$ cat config.mk
export PLATFORM = sky130hd
export DESIGN_NAME = fifo_write_arbiter_flat
export DESIGN_NICKNAME = d
export VERILOG_FILES = /design/src/rtl/fifo_write_arbiter_if.sv /design/src/rtl/fifo_write_arbiter.sv /design/src/flat_wrapper.sv
export SDC_FILE = /design/constraint.sdc
export NUM_CORES = 1
export LEC_CHECK = 0
export BUFFER_PORTS_ARGS = -buffer_cell sky130_fd_sc_hd__buf_2
export CORE_MARGIN = 3
export CORE_UTILIZATION = 40
export DETAILED_ROUTE_END_ITERATION = 12
export PLACE_DENSITY = 0.73
export SYNTH_ARGS = -nofsm -noshare
export SYNTH_HDL_FRONTEND = slang
export SYNTH_SLANG_ARGS = --single-unit
$ cat constraint.sdc
create_clock -name clk -period 3.6 [get_ports clk]
set_clock_uncertainty 0.05 [all_clocks]
set_input_delay 0.18 -clock clk [delete_from_list [all_inputs] [get_ports clk]]
set_output_delay 0.18 -clock clk [all_outputs]
set_load 0.03 [all_outputs]
$ cat src/rtl/fifo_write_arbiter_if.sv
// Producer/FIFO-side bundle for the write arbiter.
// slave = arbiter side, master = environment side.
interface fifo_write_arbiter_if;
   logic        en;
   logic [3:0]  req;
   logic [31:0] din;
   logic [3:0]  gnt;
   logic        fifo_write;
   logic [7:0]  fifo_data;
   logic        fifo_read;
   logic        fifo_ready;
   logic [2:0]  count;
   logic        full;

   modport slave (
      input  en, req, din, fifo_read, fifo_ready,
      output gnt, fifo_write, fifo_data, count, full
   );

   modport master (
      output en, req, din, fifo_read, fifo_ready,
      input  gnt, fifo_write, fifo_data, count, full
   );
endinterface

$ cat src/rtl/fifo_write_arbiter.sv
// Round-robin arbiter sharing one byte FIFO among 4 producers.
// A shadow occupancy count keeps every issued write droppable-free.
module fifo_write_arbiter #(
   parameter int NREQ = 4,
   parameter int CAP  = 7
) (
   input logic                 clk,
   input logic                 clrn,
   fifo_write_arbiter_if.slave bus
);

   logic [NREQ-1:0] gnt_q, gnt_d;
   logic [NREQ-1:0] elig;
   logic            wr_q, wr_d;
   logic [7:0]      data_q, data_d;
   logic [2:0]      count_q, count_d;
   logic [1:0]      last_q, last_d;
   logic [1:0]      win, idx;
   logic            found, rd, issue;
   logic [3:0]      occ;

   always_comb begin
      elig  = bus.req & ~gnt_q;
      occ   = {1'b0, count_q} + {3'b000, wr_q};
      rd    = bus.fifo_read & bus.fifo_ready;
      win   = last_q;
      idx   = '0;
      found = 1'b0;
      // search starts just after the last winner
      for (int k = 1; k <= NREQ; k++) begin
         idx = last_q + 2'(k);
         if (!found && elig[idx]) begin
            win   = idx;
            found = 1'b1;
         end
      end
      issue  = bus.en & found & (occ < 4'(CAP));
      gnt_d  = '0;
      wr_d   = issue;
      data_d = data_q;
      last_d = last_q;
      if (issue) begin
         gnt_d[win] = 1'b1;
         data_d     = bus.din[{win, 3'b000} +: 8];
         last_d     = win;
      end
      count_d = count_q + {2'b00, wr_q} - {2'b00, rd};
   end

   always_ff @(posedge clk or negedge clrn) begin
      if (!clrn) begin
         gnt_q   <= '0;
         wr_q    <= 1'b0;
         data_q  <= '0;
         count_q <= '0;
         last_q  <= 2'd3;
      end else begin
         gnt_q   <= gnt_d;
         wr_q    <= wr_d;
         data_q  <= data_d;
         count_q <= count_d;
         last_q  <= last_d;
      end
   end

   assign bus.gnt        = gnt_q;
   assign bus.fifo_write = wr_q;
   assign bus.fifo_data  = data_q;
   assign bus.count      = count_q;
   assign bus.full       = (occ >= 4'(CAP));

endmodule
$ cat src/flat_wrapper.sv
// flat-port wrapper written by rule: the top's interface ports become plain ports
module fifo_write_arbiter_flat 
#(
   parameter int NREQ = 4,
   parameter int CAP  = 7
)
  (clk, clrn, bus_en, bus_req, bus_din, bus_fifo_read, bus_fifo_ready, bus_gnt, bus_fifo_write, bus_fifo_data, bus_count, bus_full);
  fifo_write_arbiter_if bus_i ();
  input logic clk;
  input logic clrn;
  input wire logic [$bits(bus_i.en)-1:0] bus_en;
  input wire logic [$bits(bus_i.req)-1:0] bus_req;
  input wire logic [$bits(bus_i.din)-1:0] bus_din;
  input wire logic [$bits(bus_i.fifo_read)-1:0] bus_fifo_read;
  input wire logic [$bits(bus_i.fifo_ready)-1:0] bus_fifo_ready;
  output wire logic [$bits(bus_i.gnt)-1:0] bus_gnt;
  output wire logic [$bits(bus_i.fifo_write)-1:0] bus_fifo_write;
  output wire logic [$bits(bus_i.fifo_data)-1:0] bus_fifo_data;
  output wire logic [$bits(bus_i.count)-1:0] bus_count;
  output wire logic [$bits(bus_i.full)-1:0] bus_full;
  assign bus_i.en = bus_en;
  assign bus_i.req = bus_req;
  assign bus_i.din = bus_din;
  assign bus_i.fifo_read = bus_fifo_read;
  assign bus_i.fifo_ready = bus_fifo_ready;
  assign bus_gnt = bus_i.gnt;
  assign bus_fifo_write = bus_i.fifo_write;
  assign bus_fifo_data = bus_i.fifo_data;
  assign bus_count = bus_i.count;
  assign bus_full = bus_i.full;
  fifo_write_arbiter #(.NREQ(NREQ), .CAP(CAP)) u_core (.clk(clk), .clrn(clrn), .bus(bus_i));
endmodule
==> results of run 1 <==
-- synth_stat cells --
master     instances
dfrtp_1           16
mux2i_1           16
nand2_1           11
o221ai_1           8
inv_1              7
nor2_1             6
ha_1               5
nand2b_1           4
nor2b_1            4
buf_2              2
dfstp_2            2
nor3_1             2
a211o_1            1
a211oi_1           1
a21bo_1            1
a21oi_1            1
a31oi_1            1
a32oi_2            1
and2_1             1
buf_6              1
clkbuf_1           1
fa_1               1
nand3_2            1
nand4_1            1
o21ai_1            1
o2bb2ai_1          1
or3_4              1
xnor2_1            1
xor2_1             1
-- routing by layer --
| metal | GRT usage | vias up | share of wire | wire (um) |
|---|---|---|---|---|
| met5 | 0 | - | 0 | 0 |
| met4 | 0.0695 | 0 | 0.011 | 27 |
| met3 | 0.0339 | 4 | 0.13 | 306 |
| met2 | 0.248 | 61 | 0.47 | 1130 |
| met1 | 0.201 | 418 | 0.39 | 938 |
| li1 | - | 470 | - | - |
-- timing repair --
action,CTS,global route
setup buffers,0,0
gates resized for setup,0,0
hold buffers,1,0
hold endpoints to repair,16,0
-- state kept, by name, indices dropped and copies added (netlist names) --
signal and flops:
u_core.last_q 2, u_core.bus.fifo_data 8, u_core.bus.count 3, u_core.bus.gnt 4
u_core.bus.fifo_write 1
-- final cells by class --
cell class                 instances  share of cell area
timing repair buffer              58               0.210
inverter                           7              0.0187
sequential                        18               0.323
tap                               30              0.0267
multi-input combinational         71               0.396
clock buffer                       4              0.0258
-- stage by stage --
stage,instances,power (mW),setup slack [ns]
after floorplan,100,1.03,1.34
after global placement,183,1.20,1.36
after detailed placement,183,1.23,1.24
after CTS,188,1.36,1.23
after global routing,188,1.46,1.04
final,188,1.34,1.24
-- kinds of logic (layout without fill, tap and decap cells) --
family / Yosys count / after routing / synth area share
simple gates: 31 / 31 / 0.149
flops: 18 / 18 / 0.427
compound gates: 16 / 16 / 0.130
mux: 16 / 16 / 0.151
buf+inv: 11 / 69 / 0.0484
fa+ha+maj: 6 / 6 / 0.0779
xor+xnor: 2 / 2 / 0.0165
-- power by group --
part | switching (mW) | internal [mW]
Combinational | 0.517 | 0.323
Clock | 0.0618 | 0.0616
Sequential | 0.0695 | 0.312
Total | 0.648 | 0.696
-- worst min-delay path by stage --
stage | startpoint | to | slack (ns) | cells after the start
5_1_grt | bus_din[20] | u_core.bus.fifo_data[4] | 0.15 | 3
6_report | bus_din[19] | u_core.bus.fifo_data[3] | 0.15 | 3
2_1_floorplan | clrn | u_core.bus.count[0] | -0.17 | 0
3_3_place_gp | clrn | u_core.bus.count[0] | 0.08 | 1
3_5_place_dp | clrn | u_core.bus.fifo_data[1] | 0.08 | 1
4_1_cts | bus_din[18] | u_core.bus.fifo_data[2] | 0.15 | 3
-- critical path: stages (launching register included) --
cell	delay, ns
dfrtp_1	0.41
ha_1	0.24
ha_1	0.19
xor2_1	0.17
a32oi_2	0.25
nand3_2	0.27
or3_4	0.53
o221ai_1	0.17
==> flow_summary.toml, run 1 <==
[critical_path]
critPathMaxFanout = 12
required_ns = 3.76
r2r_cells = 7
cp.arrival_ns = 2.52
endpoint = "u_core.bus.fifo_data[7]"
r2r_end = "u_core.bus.fifo_data[7]"
end_kind = "flop"
rr_startpoint = "u_core.bus.count[0]"
worstSetupStartpoint = "u_core.bus.count[0]"
path_class = "reg2reg"
reg2reg_slack_ns = 1.24
cp-start-kind = "flop"

[clock_network]
cts_root_buf = "clkbuf_4"
clock_latency_ns = 0.29
cts_buffer_depth = 2
cts.sinks = 18
numCtsBuffers = 3
cts.clk_slew.worst_paths_ns = 0.10
cts_max_level = 1
cts_tree = "built"

[logic_synthesis]
synth_warnings = 0
synthTopCellsByArea = "dfrtp_1 (38%), mux2i_1 (15%), o221ai_1 (6.6%)"
synth.distinct_cells = 29
syn-cell-area_um2 = 1060
synth_seq_area_share = 0.427
avgSynthCellArea_um2 = 10.6
synth-seq-cells = 18
synth_top_area_cell = "dfrtp_1"
netlist.area_leader.share = 0.378
synth_cells = 100
synth_nets = 147

[placement]
portBuffers = 57
place.detailed.hpwl_um = 1920
place_area_um2 = 1360
gp_congestion = 0.729

[sta]
finalSetupViolations = 0
slew_headroom = 0.398
fmax_mhz = 424
slew_violations = 0
period_share = 0.654
period_needed_ns = 2.36
finalHoldViolations = 0
fin_tns_setup_ns = 0
worst_pin_slew_ns = 0.903
whs_ns = 0.151
rsz0062_at_grt = "no"

[global_routing]
antenna_found_initial = 0
track_usage = 0.156
grt_pass1_vias = 923
global_route.overflow_total = 0
grt_max_degree = 22
grt_pass1_wl_um = 3990

[power]
ir_worst_vdd_uv = 495
powerDensity_nw_per_um2 = 958
p_leak_nw = 0.780

[layout]
multiInputGateArea_um2 = 556
syn_to_final_growth_pct = 32.5
seq_area_um2 = 453
fillers = 227
final_core_util = 0.562
fin_area_um2 = 1400
num-nets-final = 206
most-common-layout-cells = "buf_2 (57), mux2i_1 (16), dfrtp_1 (16)"
drive_gt1_frac = 0.418
final_common_cell = "buf_2"
antenna_cells = 0

[drt]
drtPass1Iterations = 5
via_per_inst = 5.07
finalWirelength_um = 2400
vias = 953
drt_iter0_drc = 6
drc = 0
wl_per_cell_um = 12.8
postRouteAntennaNets = 0

[status]
status = "finished clean"

[floorplanning]
initial_core_util = 0.424
ioPinCount = 58
die_width_um = 57.5
die-area_um2 = 3300
die_h_um = 57.5
num_rows = 18
core_um2 = 2500

[flow_run]
drv_cap = 0

[hold_path]
hold_class = "in2reg"
(Power assumes the default switching activity.)
==> run 2: changes to the inputs <==
clock period = 2.37 ns   (was 3.6 ns; I/O delays follow)
==> run 2 against run 1 <==
  * Sequential share of layout area down 0.59 points
  * Final cell count is 1.1% higher
  * Maximum frequency increased by 7.1%
  * Clock-buffer cell count unchanged
  * Sequential power up 52%
  * Combinational power increased by 57%
  * Die area is the same
  * Wire length up 6.3%
  * Utilization increased by 1.1 points
  * Clock power increased by 52%
  * Total power up 55%
  * Register-to-register slack got worse by 1.1 ns
==> flow_summary.toml, run 2 (synthesis results as in run 1) <==
[status]
status = "finished clean"

[drt]
drc = 0
vias = 963
finalWirelength_um = 2550
postRouteAntennaNets = 0
drtPass1Iterations = 4
wl_per_cell_um = 13.4
drt_iter0_drc = 21
via_per_inst = 5.07

[global_routing]
grt_max_degree = 22
grt_busiest_layer = "met2"
antenna_found_initial = 0
grtUsageMet1 = 0.220
met2_usage = 0.269
track_usage = 0.168
grt_pass1_wl_um = 4310
met3_usage = 0.0385
global_route.overflow_total = 0
grt_pass1_vias = 996

[power]
p_leak_nw = 0.791
ir_worst_vdd_uv = 743
total_power_mw = 2.09
powerDensity_nw_per_um2 = 1460

[clock_network]
cts_root_buf = "clkbuf_4"
cts_max_level = 1
cts_buffer_depth = 2
cts_tree = "built"
cts.sinks = 18
numCtsBuffers = 3
cts.clk_slew.worst_paths_ns = 0.10
clock_latency_ns = 0.29
postCtsSetupBuffers = 0

[layout]
final_common_cell = "buf_2"
largest_register_ff_count = 8
syn_to_final_growth_pct = 34.9
drive_gt1_frac = 0.431
antenna_cells = 0
final_core_util = 0.572
most-common-layout-cells = "buf_2 (57), mux2i_1 (16), dfrtp_1 (16)"
num-nets-final = 208
fin_area_um2 = 1430
stdcell_count = 190

[flow_run]
drv_cap = 0

[floorplanning]
num_rows = 18
core_um2 = 2500
die_width_um = 57.5
initial_core_util = 0.424
die-area_um2 = 3300
ioPinCount = 58
die_h_um = 57.5

[placement]
dp_cells = 185
gp_congestion = 0.757
portBuffers = 57
place_area_um2 = 1370
place.detailed.hpwl_um = 2040

[sta]
period_share = 0.928
rsz0062_at_grt = "no"
slew_headroom = 0.729
fmax_mhz = 455
finalSetupViolations = 0
fin_tns_setup_ns = 0
worst_pin_slew_ns = 0.404
slew_violations = 0
period_needed_ns = 2.20
finalHoldViolations = 0

[critical_path]
crit_family = "simple AND/OR/NAND/NOR gates"
end_kind = "flop"
path_class = "reg2reg"
cpPeakStageDelay_ns = 0.48
cp-start-kind = "flop"
critPathMaxFanout = 11
crit_buf_inv = 0
path_common_cell = "ha_1"
path_cells = "ha_1 -> ha_1 -> xor2_1 -> a32oi_2 -> nand3_4 -> or3_4 -> o221ai_1"
cp_slowest_cell = "or3_4"
cp.arrival_ns = 2.36
required_ns = 2.53

[hold_path]
hold_class = "in2reg"
-- run 2: cell type report --
type | count | area [um^2]
Sequential cell | 18 | 453
Clock buffer | 4 | 36.3
Timing Repair Buffer | 60 | 310
Fill cell | 228 | 1070
Multi-Input combinational cell | 71 | 567
Inverter | 7 | 26.3
Tap cell | 30 | 37.5
-- run 2: repair_timing --
item | in CTS | in global routing
setup endpoints to repair | 0 | 8
hold buffers | 1 | 0
gates resized for setup | 0 | 2
hold endpoints to repair | 16 | 0
-- run 2: final timing paths --
kind,startpoint,end,slack [ns],cells past startpoint
setup / recovery,u_core.bus.count[0],u_core.bus.fifo_data[2],0.17,7
hold / removal,bus_din[17],u_core.bus.fifo_data[1],0.09,3
setup reg to reg,u_core.bus.count[0],u_core.bus.fifo_data[2],0.17,7
hold reg to reg,u_core.bus.fifo_data[1],u_core.bus.fifo_data[1],0.45,2
max in group asynchronous,clrn,u_core.last_q[1],1.72,2
min in group asynchronous,clrn,u_core.bus.count[0],0.23,2
-- run 2: power by group --
part	internal, mW	leakage, nW	switching, mW
combinational	0.514	0.548	0.807
clock	0.0936	0.0210	0.0934
sequential	0.473	0.221	0.108
-- run 2: through the flow --
| step | setup slack (ns) | hold slack, ns |
|---|---|---|
| after floorplan | 0.114 | -0.227 |
| after global placement | 0.223 | 0.0122 |
| after detailed placement | 0.0897 | 0.0179 |
| after CTS | 0.0868 | 0.0936 |
| after global routing | 0.0333 | 0.0970 |
| final | 0.171 | 0.0894 |
-- run 2: worst register-to-register path: stages (launching register included) --
cell	delay, ns
dfrtp_1	0.41
ha_1	0.23
ha_1	0.19
xor2_1	0.17
a32oi_2	0.25
nand3_4	0.15
or3_4	0.48
o221ai_1	0.18
-- run 2: layer usage --
metal | routed length (um) | up-vias
met5 | 0 | -
met4 | 34 | 0
met3 | 223 | 5
met2 | 1190 | 52
met1 | 1110 | 430
li1 | - | 476
==> run 3: changes to the inputs <==
CORE_MARGIN = 2   (was 3)
==> run 3 against run 2 <==
  * Sequential share of layout area is 0.17 points higher
  * Non-clock buffer count unchanged
  * Via count decreased by 1.3%
  * Critical path depth stayed put
  * Utilization down 0.30 points
  * Maximum frequency up 1.7%
  * Global-route usage down 0.61 points
  * First-iteration DRC count down 19%
  * Total power is 1.9% lower
  * Clock power hardly changed
  * Register-to-register slack better by 0.04 ns
  * Worst hold slack is essentially flat
  * Critical path type unchanged
  * Critical endpoint is now u_core.bus.fifo_data[0]
==> flow_summary.toml, run 3 (synthesis results as in run 1) <==
[clock_network]
cts_buffer_depth = 2
numCtsBuffers = 3
clock_latency_ns = 0.29
cts_root_buf = "clkbuf_4"
cts.clk_slew.worst_paths_ns = 0.10
cts_max_level = 1
cts_tree = "built"
cts.sinks = 18

[critical_path]
path_class = "reg2reg"
crit_buf_inv = 0
path_cells = "ha_1 -> ha_1 -> xor2_1 -> a32oi_2 -> nand3_2 -> or3_4 -> o221ai_1"
end_kind = "flop"
r2r_cells = 7
crit_family = "simple AND/OR/NAND/NOR gates"
cp-start-kind = "flop"
path_common_cell = "ha_1"
required_ns = 2.53
cp.arrival_ns = 2.32
path_depth = 7
critPathMaxFanout = 11
cp_slowest_cell = "or3_4"
cpPeakStageDelay_ns = 0.47

[hold_path]
min_path_cells = 3
hold_class = "in2reg"

[floorplanning]
die-area_um2 = 3080
ioPinCount = 58
die_width_um = 55.5
die_h_um = 55.5
initial_core_util = 0.424
num_rows = 18
core_um2 = 2500

[power]
p_int_mw = 1.07
pwr-share-comb = 0.626
powerDensity_nw_per_um2 = 1440
power.share.switching = 0.477
switchingPower_uw = 978
p_clk_frac = 0.091
ir_worst_vdd_uv = 703
p_leak_nw = 0.790
seq_power_share = 0.283

[drt]
postRouteAntennaNets = 0
via_per_inst = 5.00
drt_iter0_drc = 17
drc = 0
drtPass1Iterations = 4
vias = 950
finalWirelength_um = 2310
wl_per_cell_um = 12.1

[layout]
stdcell_count = 190
largest_register_ff_count = 8
final_core_util = 0.569
antenna_cells = 0
syn_to_final_growth_pct = 34.2
drive_gt1_frac = 0.431
final_common_cell = "buf_2"
num-nets-final = 208
most-common-layout-cells = "buf_2 (57), mux2i_1 (16), dfrtp_1 (16)"

[global_routing]
antenna_found_initial = 0
global_route.overflow_total = 0
track_usage = 0.162
grt_max_degree = 22
grt_pass1_wl_um = 4060
grt_pass1_vias = 964

[placement]
place.detailed.hpwl_um = 1850
dp_slack_ns = 0.170
portBuffers = 57
dp_cells = 185
gp_congestion = 0.794

[sta]
timing.final.ws_setup_ns = 0.209
worst_pin_slew_ns = 0.451
fin_tns_setup_ns = 0
slew_violations = 0
whs_ns = 0.0896
finalHoldViolations = 0
period_share = 0.912
period_needed_ns = 2.16
finalSetupViolations = 0
slew_headroom = 0.699
fmax_mhz = 463
rsz0062_at_grt = "no"

[status]
status = "finished clean"

[flow_run]
drv_cap = 0
run 3: cell count changes in the layout (fill, tap and decap cells not counted):
cell and change:
nand3_2 +1, nand3_4 -1
run 3: cell type report:
class	count	area (um^2)
clock buffers	4	36.3
fillers	232	1080
inverters	7	26.3
multi-input cells	71	559
flip-flops and latches	18	453
well taps	30	37.5
repair buffers	60	310
run 3: tightest hold or removal path: cells and delay by family:
kind                   cells  cell delay, ns
buffers and inverters      1            0.08
AOI/OAI and AO/OA          1            0.15
muxes                      1            0.05
run 3: stage by stage:
stage                     total power [mW]  area, um^2
final                                 2.05        1420
after global routing                  2.23        1420
after CTS                             2.07        1420
after detailed placement              1.88        1370
after global placement                1.84        1370
after floorplan                       1.56        1060
run 3: layer usage:
| layer | vias to the layer above | GRT usage | wire (um) |
|---|---|---|---|
| li1 | 476 | - | - |
| met1 | 429 | 0.201 | 1030 |
| met2 | 41 | 0.272 | 1060 |
| met3 | 4 | 0.0304 | 180 |
| met4 | 0 | 0.0732 | 38 |
| met5 | - | 0 | 0 |
run 3: path summary, 6_finish.rpt:
kind | startpoint | end | slack, ns
min reg2reg | u_core.bus.fifo_data[0] | u_core.bus.fifo_data[0] | 0.44
max | u_core.bus.count[0] | u_core.bus.fifo_data[0] | 0.21
min | bus_din[23] | u_core.bus.fifo_data[7] | 0.09
max in group asynchronous | clrn | u_core.last_q[0] | 1.74
min in group asynchronous | clrn | u_core.bus.fifo_data[0] | 0.22
max reg2reg | u_core.bus.count[0] | u_core.bus.fifo_data[0] | 0.21
run 3: what timing repair did:
action,in CTS,in global routing
hold endpoints to repair,17,0
hold buffers,1,0
gates resized for setup,0,1
buffers inserted,0,0
setup endpoints to repair,0,3
run 3: power groups by stage:
stage	clock [mW]	combinational (mW)	sequential [mW]
after floorplan	0	0.735	0.826
after global routing	0.206	1.42	0.606
after global placement	0	1.26	0.580
final	0.186	1.28	0.580
after detailed placement	0	1.30	0.584
after CTS	0.194	1.30	0.582
